==> src/rtl/tcam_pkg.sv <==
// Shared constants and types for the ternary CAM search block.
package tcam_pkg;

  localparam int TCAM_KEY_W = 10;
  localparam int TCAM_DEPTH = 16;

  typedef logic [TCAM_DEPTH-1:0] match_vec_t;

endpackage

==> src/rtl/tcam_prio_enc.sv <==
// Two-deep priority encoder plus popcount over a match vector.
module tcam_prio_enc #(
  parameter int DEPTH = 16,
  parameter int AW    = $clog2(DEPTH),
  parameter int CW    = $clog2(DEPTH + 1)
) (
  input  logic [DEPTH-1:0] vec,
  output logic             hit0,
  output logic [AW-1:0]    addr0,
  output logic             hit1,
  output logic [AW-1:0]    addr1,
  output logic [CW-1:0]    count
);

  // Ascending scan: first set bit claims slot 0, second claims slot 1.
  always_comb begin
    hit0  = 1'b0;
    addr0 = '0;
    hit1  = 1'b0;
    addr1 = '0;
    count = '0;
    for (int i = 0; i < DEPTH; i++) begin
      if (vec[i]) begin
        count = count + CW'(1);
        if (!hit0) begin
          hit0  = 1'b1;
          addr0 = AW'(i);
        end else if (!hit1) begin
          hit1  = 1'b1;
          addr1 = AW'(i);
        end
      end
    end
  end

endmodule

==> src/rtl/tcam_prio.sv <==
// Ternary CAM with masked entries and a two-stage search pipe reporting the
// two lowest matching indices and the total match count.
module tcam_prio
  import tcam_pkg::*;
#(
  parameter int KEY_W = TCAM_KEY_W,
  parameter int DEPTH = TCAM_DEPTH,
  parameter int AW    = $clog2(DEPTH),
  parameter int CW    = $clog2(DEPTH + 1)
) (
  input  logic             clk,
  input  logic             reset,
  input  logic             wr_en,
  input  logic [AW-1:0]    wr_addr,
  input  logic [KEY_W-1:0] wr_key,
  input  logic [KEY_W-1:0] wr_mask,
  input  logic             wr_valid,
  input  logic             srch_valid,
  output logic             srch_ready,
  input  logic [KEY_W-1:0] srch_key,
  output logic             rslt_valid,
  input  logic             rslt_ready,
  output logic             rslt_hit0,
  output logic [AW-1:0]    rslt_addr0,
  output logic             rslt_hit1,
  output logic [AW-1:0]    rslt_addr1,
  output logic [CW-1:0]    rslt_count
);

  logic [KEY_W-1:0] key_q  [DEPTH];
  logic [KEY_W-1:0] mask_q [DEPTH];
  logic [DEPTH-1:0] valid_q;
  logic [DEPTH-1:0] wr_sel;
  logic [DEPTH-1:0] match_vec;

  logic             advance;
  logic             accept;
  logic [1:0]       vld_pipe;   // [0] = stage 1, [1] = result register
  logic [DEPTH-1:0] s1_vec;

  logic             enc_hit0, enc_hit1;
  logic [AW-1:0]    enc_addr0, enc_addr1;
  logic [CW-1:0]    enc_count;

  // Decoding only indices below DEPTH drops out-of-range writes for free.
  for (genvar i = 0; i < DEPTH; i++) begin : g_entry
    assign wr_sel[i]    = wr_en && (wr_addr == AW'(i));
    assign match_vec[i] = valid_q[i] &&
                          (((srch_key ^ key_q[i]) & ~mask_q[i]) == '0);
  end

  always_ff @(posedge clk) begin
    for (int i = 0; i < DEPTH; i++) begin
      if (wr_sel[i]) begin
        key_q[i]  <= wr_key;
        mask_q[i] <= wr_mask;
      end
    end
  end

  always_ff @(posedge clk or negedge reset) begin
    if (!reset) begin
      valid_q <= '0;
    end else begin
      for (int i = 0; i < DEPTH; i++) begin
        if (wr_sel[i]) valid_q[i] <= wr_valid;
      end
    end
  end

  assign advance    = !vld_pipe[1] || rslt_ready;
  assign srch_ready = advance;
  assign accept     = srch_valid && advance;
  assign rslt_valid = vld_pipe[1];

  tcam_prio_enc #(
    .DEPTH (DEPTH),
    .AW    (AW),
    .CW    (CW)
  ) u_enc (
    .vec   (s1_vec),
    .hit0  (enc_hit0),
    .addr0 (enc_addr0),
    .hit1  (enc_hit1),
    .addr1 (enc_addr1),
    .count (enc_count)
  );

  // Whole pipe moves in lockstep; a stall freezes the captured match vector.
  always_ff @(posedge clk or negedge reset) begin
    if (!reset) begin
      vld_pipe   <= '0;
      s1_vec     <= '0;
      rslt_hit0  <= 1'b0;
      rslt_addr0 <= '0;
      rslt_hit1  <= 1'b0;
      rslt_addr1 <= '0;
      rslt_count <= '0;
    end else if (advance) begin
      vld_pipe   <= {vld_pipe[0], accept};
      s1_vec     <= accept ? match_vec : '0;
      rslt_hit0  <= enc_hit0;
      rslt_addr0 <= enc_addr0;
      rslt_hit1  <= enc_hit1;
      rslt_addr1 <= enc_addr1;
      rslt_count <= enc_count;
    end
  end

endmodule

==> config.mk <==
export PLATFORM = sky130hd
export DESIGN_NAME = tcam_prio
export DESIGN_NICKNAME = d
export VERILOG_FILES = /design/src/rtl/tcam_pkg.sv /design/src/rtl/tcam_prio_enc.sv /design/src/rtl/tcam_prio.sv
export SDC_FILE = /design/constraint.sdc
export NUM_CORES = 1
export LEC_CHECK = 0
export BUFFER_PORTS_ARGS = -buffer_cell sky130_fd_sc_hd__buf_2
export CAP_MARGIN = 10
export CORE_AREA = 5 5 177 179
export CTS_CLUSTER_SIZE = 28
export DETAILED_ROUTE_END_ITERATION = 8
export DIE_AREA = 0 0 182 184
export HOLD_SLACK_MARGIN = 0.03
export PLACE_DENSITY_LB_ADDON = 0.2
export SYNTH_ARGS = -nofsm -noshare
export SYNTH_HDL_FRONTEND = slang
export SYNTH_SLANG_ARGS = --single-unit
==> constraint.sdc <==
create_clock -name clk -period 9.4 [get_ports clk]
set_clock_uncertainty 0.1 [all_clocks]
set_input_delay 0 -clock clk [delete_from_list [all_inputs] [get_ports clk]]
set_output_delay 0 -clock clk [all_outputs]
set_load 0.05 [all_outputs]
==> flow_summary.ini, run 1 <==
[status]
status = completed

[synthesis]
ys.flop_type = edfxtp_1
syn_area_sq_um = 16300
yosysSeqAreaShare_pct = 66.4
synth_top_area_cell = edfxtp_1
syn_inst = 1147
syn_nets = 1205
synth.area.top_cells = edfxtp_1 (59%), xnor2_1 (10%), dfrtp_1 (7.5%)
synth_seq_cells = 369
async_flop_share_pct = 13.3
syn_area_per_cell_sq_um = 14.2
yosys_warnings = 0
synth_top_area_share_pct = 58.9
synth_cell_types = 81
synth-edff-count = 320

[drt]
drt-total-wl_um = 34500
ant_nets = 0
drt_iter0_drc = 668
vias_per_cell = 5.73
wire_per_inst_um = 20.7
num_vias = 9528
dr.pass1.iters = 4
drc_errors = 0

[finish]
final_common_cell = edfxtp_1
layout_common_cells = edfxtp_1 (320), xnor2_1 (185), nand2_1 (61)
final_util_pct = 63.7
fin_area_sq_um = 18700
syn2layout_area_growth_pct = 14.8
fillers = 2165
num_antenna_cells = 0
drive_gt1_share_pct = 17.8
nets = 1303

[sta]
finalSetupTns_ns = 0
maxSlewHeadroom_pct = 22.2
final_max_slew_viol_count = 0
grt_setup_unrepaired = false
finalHoldViolCount = 0
clock.fmax_ghz = 0.114
min_period_ns = 8.81
setup_viol = 0
min_period_over_period_pct = 93.7
tightest_slew_ns = 1.17

[worst_setup_path]
cp_slowest_cell = dfrtp_1
worstReg2RegStart = s1_vec[1]
r2r_end = rslt_count[4]
r2r_cells = 51
cp-end-kind = flop
worstPathRequired_ns = 9.69
crit_fanout = 3
r2r_slack_ns = 0.59
slowest_delay_ns = 0.39
worst-setup-path-type = flop to flop
critPathArrivalTime_ns = 9.10
cp-start-kind = flop
cp_common_cell = ha_1

[cts]
cts_root_buffer = clkbuf_16
clk_pin_slew_ns = 0.06
insertion_delay_ns = 0.53
numCtsBuffers = 39
cts_tree = built
clockBufferDepth = 3
htree_levels = 2
clock_sinks = 369

[global_route]
grt.overflow.total = 0
grt_pass1_wl_um = 53900
grt_max_degree = 50
antenna_found_initial = 0
first_global_vias = 9543
grt_usage_pct = 20.6

[placement]
place.gp.congestion = 0.822
portBuffers = 56
dp_hpwl_um = 21600
place_area_sq_um = 17100

[floorplanning]
rows = 63
initial_core_util_pct = 55.5
fp.dieH_um = 184
die_width_um = 182
core-area_sq_um = 29400
io_pins = 57
dieArea_sq_um = 33500

[power]
ir_drop_uv = 183
p_leak_uw = 0.00643
power_density_nw_per_um2 = 195

[flow_run]
max-cap-violations = 0

[min_path]
hp-class = input port to async pin
[layer usage]
metal | global-route usage (%) | vias to the layer above | wire length [um] | part of all wire, %
li1 | - | 4467 | - | -
met1 | 28.4 | 4775 | 15100 | 44
met2 | 35.5 | 239 | 17100 | 50
met3 | 2.63 | 47 | 1660 | 4.8
met4 | 4.98 | 0 | 657 | 1.9
met5 | 0 | - | 0 | 0
[final cells by class]
cell class / instances / area, sq um / share of cell area [%]
Clock buffer: 50 / 1060 / 5.64
Multi-Input combinational cell: 708 / 5360 / 28.6
Sequential cell: 369 / 10800 / 57.8
Timing Repair Buffer: 108 / 728 / 3.89
Inverter: 19 / 71.3 / 0.381
Clock inverter: 19 / 196 / 1.05
Tap cell: 390 / 488 / 2.61
[flip-flops by register name, summed over array words and instances (netlist names)]
| register | cells |
|---|---|
| mask_q | 160 |
| rslt_hit0 | 1 |
| vld_pipe | 2 |
| valid_q | 16 |
| rslt_count | 5 |
| key_q | 160 |
| s1_vec | 16 |
| rslt_addr1 | 4 |
| rslt_hit1 | 1 |
| rslt_addr0 | 4 |
[critical path, delay by kind of cell, from the launching register on]
family                   cells  cell delay [ns]
AO/OA/AOI/OAI               10             1.34
adder cells (fa/ha/maj)     13             3.46
XOR/XNOR                     4             0.71
buffers and inverters        4             0.37
AND/OR/NAND/NOR             19             2.25
multiplexers                 1             0.07
flip-flops                   1             0.39
[kinds of logic after synthesis]
| group | Yosys count | synth area share [%] |
|---|---|---|
| adder cells (fa/ha/maj) | 21 | 1.56 |
| buffers and inverters | 70 | 1.95 |
| AO/OA/AOI/OAI | 230 | 9.54 |
| AND/OR/NAND/NOR | 225 | 6.66 |
| XOR/XNOR | 209 | 12.3 |
| flip-flops | 369 | 66.4 |
| multiplexers | 23 | 1.53 |
[where the power goes]
group / internal [uW] / total [uW] / switching [uW]
registers: 1840 / 1870 / 27.5
clock network: 859 / 1470 / 609
logic: 117 / 316 / 198
total: 2810 / 3650 / 835
[cell usage after synthesis, drive strengths merged, types with 4 or more instances]
master / count
mux2: 16
o22a: 19
a21oi: 29
o31ai: 7
inv: 18
or3: 9
xnor2: 191
a32o: 8
o32ai: 9
clkbuf: 40
nor3: 18
o21ai: 57
nor2b: 7
nand3: 16
dfrtp: 49
a31oi: 5
o211ai: 12
edfxtp: 320
nand2b: 8
nand2: 67
xnor3: 6
xor2: 12
buf: 11
nor2: 68
o22ai: 53
and2: 6
nand3b: 4
mux2i: 7
ha: 18
[through the flow]
stage	instances	total power, uW	setup slack (ns)	hold WS, ns
global placement	1564	2190	0.136	0.0867
finish	1663	3650	0.590	0.0344
floorplan	1147	2100	0.448	-0.396
detailed placement	1564	2200	-0.0367	0.0956
CTS	1656	3680	0.0134	0.0334
global route	1663	3790	0.0135	0.0531
[worst max path at each step]
stage	depth (start not counted)	end	startpoint	slack (ns)
6_report	51	rslt_count[4]	s1_vec[1]	0.59
5_1_grt	51	rslt_count[4]	s1_vec[1]	0.01
4_1_cts	50	rslt_count[4]	s1_vec[1]	0.01
3_5_place_dp	50	rslt_count[4]	s1_vec[1]	-0.04
3_3_place_gp	50	rslt_count[4]	s1_vec[0]	0.14
2_1_floorplan	50	rslt_count[4]	s1_vec[0]	0.45
[timing repair]
action,CTS,global route
pin swaps,0,11
setup buffers,0,7
endpoints found under the setup margin,1,4
gates cloned,0,0
hold buffers,23,0
endpoints found under the hold margin,401,0
gates resized for setup,3,29
(Power assumes the default switching activity.)
==> run 2, diff against run 1 <==
Settings changed: BUFFER_PORTS_ARGS -buffer_cell sky130_fd_sc_hd__buf_2 to -buffer_cell sky130_fd_sc_hd__buf_4.
==> run 2 against run 1 <==
  * Maximum frequency shrank 0.50%
  * Critical path depth stayed put
  * Combinational power grew 5%
  * Largest power group unchanged
  * Global-route usage about the same
  * Routed wire length is 0.61% higher
  * Via count rose by 0.58%
  * Cell area up 0.38%
  * Sequential power hardly changed
  * Critical path type unchanged
==> flow_summary.ini, run 2 (synthesized netlist as in run 1, its figures left out) <==
[drt]
drt_iter0_drc = 737
wire_per_inst_um = 20.9
ant_nets = 0
drt-total-wl_um = 34700
vias_per_cell = 5.78
dr.pass1.iters = 5
num_vias = 9583
drc_errors = 0

[finish]
fillers = 2154
top_regs = key_q (160), mask_q (160)
nets = 1304
syn2layout_area_growth_pct = 15.3
num_antenna_cells = 0
final_common_cell = edfxtp_1
fin_area_sq_um = 18800
drive_gt1_share_pct = 16.7
layout_common_cells = edfxtp_1 (320), xnor2_1 (186), buf_4 (83)

[power]
p_leak_uw = 0.00641
power_density_nw_per_um2 = 191
ir_drop_uv = 161
p_total_uw = 3590

[placement]
post-place-ws_ns = -0.231
place.gp.congestion = 0.807
place_area_sq_um = 17200
dp_hpwl_um = 21700
portBuffers = 56

[global_route]
grt_max_degree = 50
grt_pass1_wl_um = 53500
grt_usage_pct = 20.6
grt.overflow.total = 0
first_global_vias = 9454
antenna_found_initial = 0

[worst_setup_path]
crit_fanout = 3
worstPathRequired_ns = 9.69
endpoint = rslt_count[4]
worst-setup-path-type = flop to flop
crit_start = s1_vec[1]
cp-start-kind = flop
cp-end-kind = flop
cp_slowest_cell = dfrtp_1
r2r_slack_ns = 0.55
r2r_end = rslt_count[4]
worstReg2RegStart = s1_vec[1]
slowest_delay_ns = 0.40
cp_common_cell = ha_1
r2r_cells = 51
critPathArrivalTime_ns = 9.14

[sta]
clock.fmax_ghz = 0.113
setup_viol = 0
finalSetupTns_ns = 0
final_max_slew_viol_count = 0
min_period_over_period_pct = 94.2
min_period_ns = 8.85
maxSlewHeadroom_pct = 19.3
finalHoldViolCount = 0
whs_ns = 0.0545
postLayoutSetupSlackWorst_ns = 0.546
tightest_slew_ns = 1.21

[cts]
insertion_delay_ns = 0.53
numCtsBuffers = 38
clockBufferDepth = 3
htree_levels = 2
cts_tree = built
cts_root_buffer = clkbuf_16
clk_pin_slew_ns = 0.06
clock_sinks = 369

[floorplanning]
io_pins = 57
dieArea_sq_um = 33500
initial_core_util_pct = 55.5
fp.dieH_um = 184
die_width_um = 182
rows = 63
core-area_sq_um = 29400

[min_path]
hp-class = input port to flop

[flow_run]
max-cap-violations = 0

[status]
status = completed
-- run 2: power breakdown --
group / switching, uW / internal, uW / total [uW] / leakage, uW
Combinational: 201 / 131 / 332 / 0.00232
Sequential: 27.8 / 1840 / 1870 / 0.00353
Clock: 582 / 814 / 1400 / 0.000560
Total: 811 / 2780 / 3590 / 0.00641
-- run 2: repair_timing --
item	in CTS	in global routing
hold buffers	27	0
buffers inserted	1	5
endpoints found under the setup margin	1	4
gates resized for setup	6	23
hold endpoints to repair	481	0
pin swaps	1	10
-- run 2: worst max-delay path: cells and delay by family, from the launching register on --
kind	cells	cell delay [ns]
adders and majority gates	13	3.44
and+or+nand+nor	19	2.22
AOI/OAI and AO/OA	10	1.39
xor gates and xnor gates	4	0.72
DFF	1	0.40
buffers and inverters	4	0.38
muxes	1	0.07
-- run 2: through the flow --
stage	util, %	instances
after floorplan	-	1147
after global placement	58.4	1563
after detailed placement	58.4	1563
after CTS	63.4	1652
after global routing	64.0	1657
final	64.0	1657
-- run 2: final cells by class --
cell class,count,area [sq um],share of cell area [%]
clock buffers,47,1000,5.34
inverters,19,71.3,0.379
well taps,390,488,2.60
multi-input cells,708,5350,28.4
repair buffers,110,911,4.84
clock inverters,14,146,0.779
flip-flops and latches,369,10800,57.6
-- run 2: per-layer routing --
metal | share of wire (%) | up-vias | global-route usage [%] | wire length (um)
met5 | 0 | - | 0 | 0
met4 | 2.0 | 0 | 4.74 | 682
met3 | 5.0 | 52 | 2.55 | 1750
met2 | 50 | 269 | 36.0 | 17300
met1 | 43 | 4793 | 28.0 | 14900
li1 | - | 4469 | - | -
-- run 2: how the worst min path moves through the flow --
stage / start / to / slack (ns) / depth (start not counted)
after global placement: reset / s1_vec[0] / 0.006 / 1
after detailed placement: reset / s1_vec[0] / 0.01 / 1
after global routing: srch_key[4] / s1_vec[3] / 0.08 / 4
final: srch_key[4] / s1_vec[0] / 0.05 / 4
after floorplan: reset / rslt_addr0[0] / -0.40 / 0
after CTS: srch_key[4] / s1_vec[1] / 0.05 / 4
==> run 3, diff against run 2 <==
Settings changed: CORE_AREA 5 5 177 179 to 5 5 174 176, CTS_BUF_LIST set to sky130_fd_sc_hd__clkbuf_4, DIE_AREA 0 0 182 184 to 0 0 179 181.
==> run 3 against run 2 <==
  * Sequential power barely moved
  * Worst hold slack improved by 0.036 ns
  * Critical path depth fell by 1
  * Largest power group unchanged
  * Global-route usage rose by 1.6 points
  * Non-clock buffer count rose by 25
  * Critical endpoint unchanged
  * Die area fell by 3.3%
  * Largest cell class unchanged
  * Cell area rose by 1.5%
  * Worst setup slack improved by 0.050 ns
  * Flip-flop and latch count did not move
  * Combinational power rose by 4%
==> flow_summary.ini, run 3 (synthesized netlist as in run 1, its figures left out) <==
[sta]
setup_viol = 0
clock.fmax_ghz = 0.114
finalHoldViolCount = 0
min_period_ns = 8.80
min_period_over_period_pct = 93.7
maxSlewHeadroom_pct = 21.3
final_max_slew_viol_count = 0
tightest_slew_ns = 1.18

[floorplanning]
rows = 62
dieArea_sq_um = 32400
initial_core_util_pct = 57.3
fp.dieH_um = 181
core-area_sq_um = 28500
io_pins = 57
die_width_um = 179

[drt]
drt-total-wl_um = 35600
dr.pass1.iters = 7
drt_iter0_drc = 724
vias_per_cell = 5.59
ant_nets = 0
drc_errors = 0
num_vias = 9968
wire_per_inst_um = 20.0

[global_route]
grt.overflow.total = 0
grt_usage_pct = 22.2
use_met2_pct = 37.2
grt_max_degree = 50
globalRouteMet1Util_pct = 29.7
first_global_vias = 10093
busiest_layer = met2
antenna_found_initial = 1
grt_pass1_wl_um = 55200
grt_use_met3_pct = 3.64

[cts]
clock_sinks = 369
cts_tree = built
cts_root_buffer = clkbuf_4
numCtsBuffers = 94
clk_pin_slew_ns = 0.08
insertion_delay_ns = 0.71
clockBufferDepth = 3
htree_levels = 3

[worst_setup_path]
cp-end-kind = flop
critPathArrivalTime_ns = 9.25
worstReg2RegStart = s1_vec[1]
crit_start = s1_vec[1]
worst-setup-path-type = flop to flop
cp-start-kind = flop
slowest_delay_ns = 0.39
cp_common_cell = ha_1
cp_slowest_cell = dfrtp_1
worstPathRequired_ns = 9.84
crit_fanout = 3

[power]
p_int_uw = 2680
p_total_uw = 3530
ir_drop_uv = 149
p_sw_uw = 852
power_frac_clock_pct = 37.5
p_leak_uw = 0.00667
swShare_pct = 24.1
pwr-share-comb_pct = 9.7
power_frac_seq_pct = 52.8
power_density_nw_per_um2 = 185

[min_path]
hp-class = input port to flop
min_from = wr_key[8]

[status]
status = completed

[flow_run]
max-cap-violations = 0

[finish]
syn2layout_area_growth_pct = 17.0
final_common_cell = edfxtp_1
drive_gt1_share_pct = 22.3
layout_common_cells = edfxtp_1 (320), xnor2_1 (186), clkbuf_4 (138)
top_regs = key_q (160), mask_q (160)
nets = 1385
fillers = 2095
final_util_pct = 67.0

[placement]
dp_hpwl_um = 21400
place.gp.congestion = 0.836
portBuffers = 56
-- run 3: layout make-up --
class / count / area (sq um) / area share [%]
clock buffer: 138 / 1040 / 5.43
multi-input combinational: 708 / 5340 / 28.0
inverter: 19 / 71.3 / 0.374
timing repair buffer: 135 / 1160 / 6.09
tap: 384 / 480 / 2.52
antenna: 1 / 2.50 / 0.0131
clock inverter: 29 / 158 / 0.826
sequential: 369 / 10800 / 56.8
-- run 3: final timing paths --
| kind | cells after the start | slack, ns | endpoint |
|---|---|---|---|
| worst max-delay path | 50 | 0.60 | rslt_count[4] |
| worst min-delay path | 2 | 0.09 | key_q[1][28] |
| worst max register to register | 50 | 0.60 | rslt_count[4] |
| worst min register to register | 1 | 0.37 | vld_pipe[0] |
| max in group asynchronous | 4 | 8.67 | rslt_count[3] |
| min in group asynchronous | 4 | 0.28 | rslt_addr0[0] |
-- run 3: routing by layer --
metal	up-vias	share of wire (%)
met5	-	0
met4	0	1.9
met3	61	4.2
met2	266	51
met1	4937	43
li1	4704	-
-- run 3: worst max-delay path: cells and delay by family (launching register included) --
kind,cells,cell delay [ns]
fa+ha+maj,15,4.09
mux,1,0.14
xor+xnor,2,0.31
buf+inv,3,0.24
simple gates,19,2.27
compound gates,10,1.11
flops,1,0.39
-- run 3: repair_timing --
action                     CTS  global route
hold buffers                52             0
buffers inserted             2             8
pin swaps                    2            10
gates resized for setup      4            26
hold endpoints to repair   730             0
setup endpoints to repair    1             4
-- run 3: stage by stage --
stage                     TNS (ns)  worst slack [ns]  area (sq um)  hold slack [ns]  std cells
after global routing       -0.0663           -0.0663         19100           0.0548       1783
after CTS                        0            0.0233         18900           0.0303       1774
after floorplan                  0             0.448         16300           -0.396       1147
after global placement           0            0.0905         17100         -0.00427       1553
final                            0             0.596         19100           0.0902       1783
after detailed placement    -0.139            -0.139         17100          0.00175       1553
-- run 3: power groups by stage --
| stage | Sequential, uW | Clock (uW) | Combinational, uW |
|---|---|---|---|
| finish | 1860 | 1320 | 344 |
| global route | 1870 | 1460 | 373 |
| CTS | 1860 | 1360 | 336 |
| detailed placement | 1900 | 0 | 314 |
| global placement | 1900 | 0 | 309 |
| floorplan | 1920 | 0 | 175 |
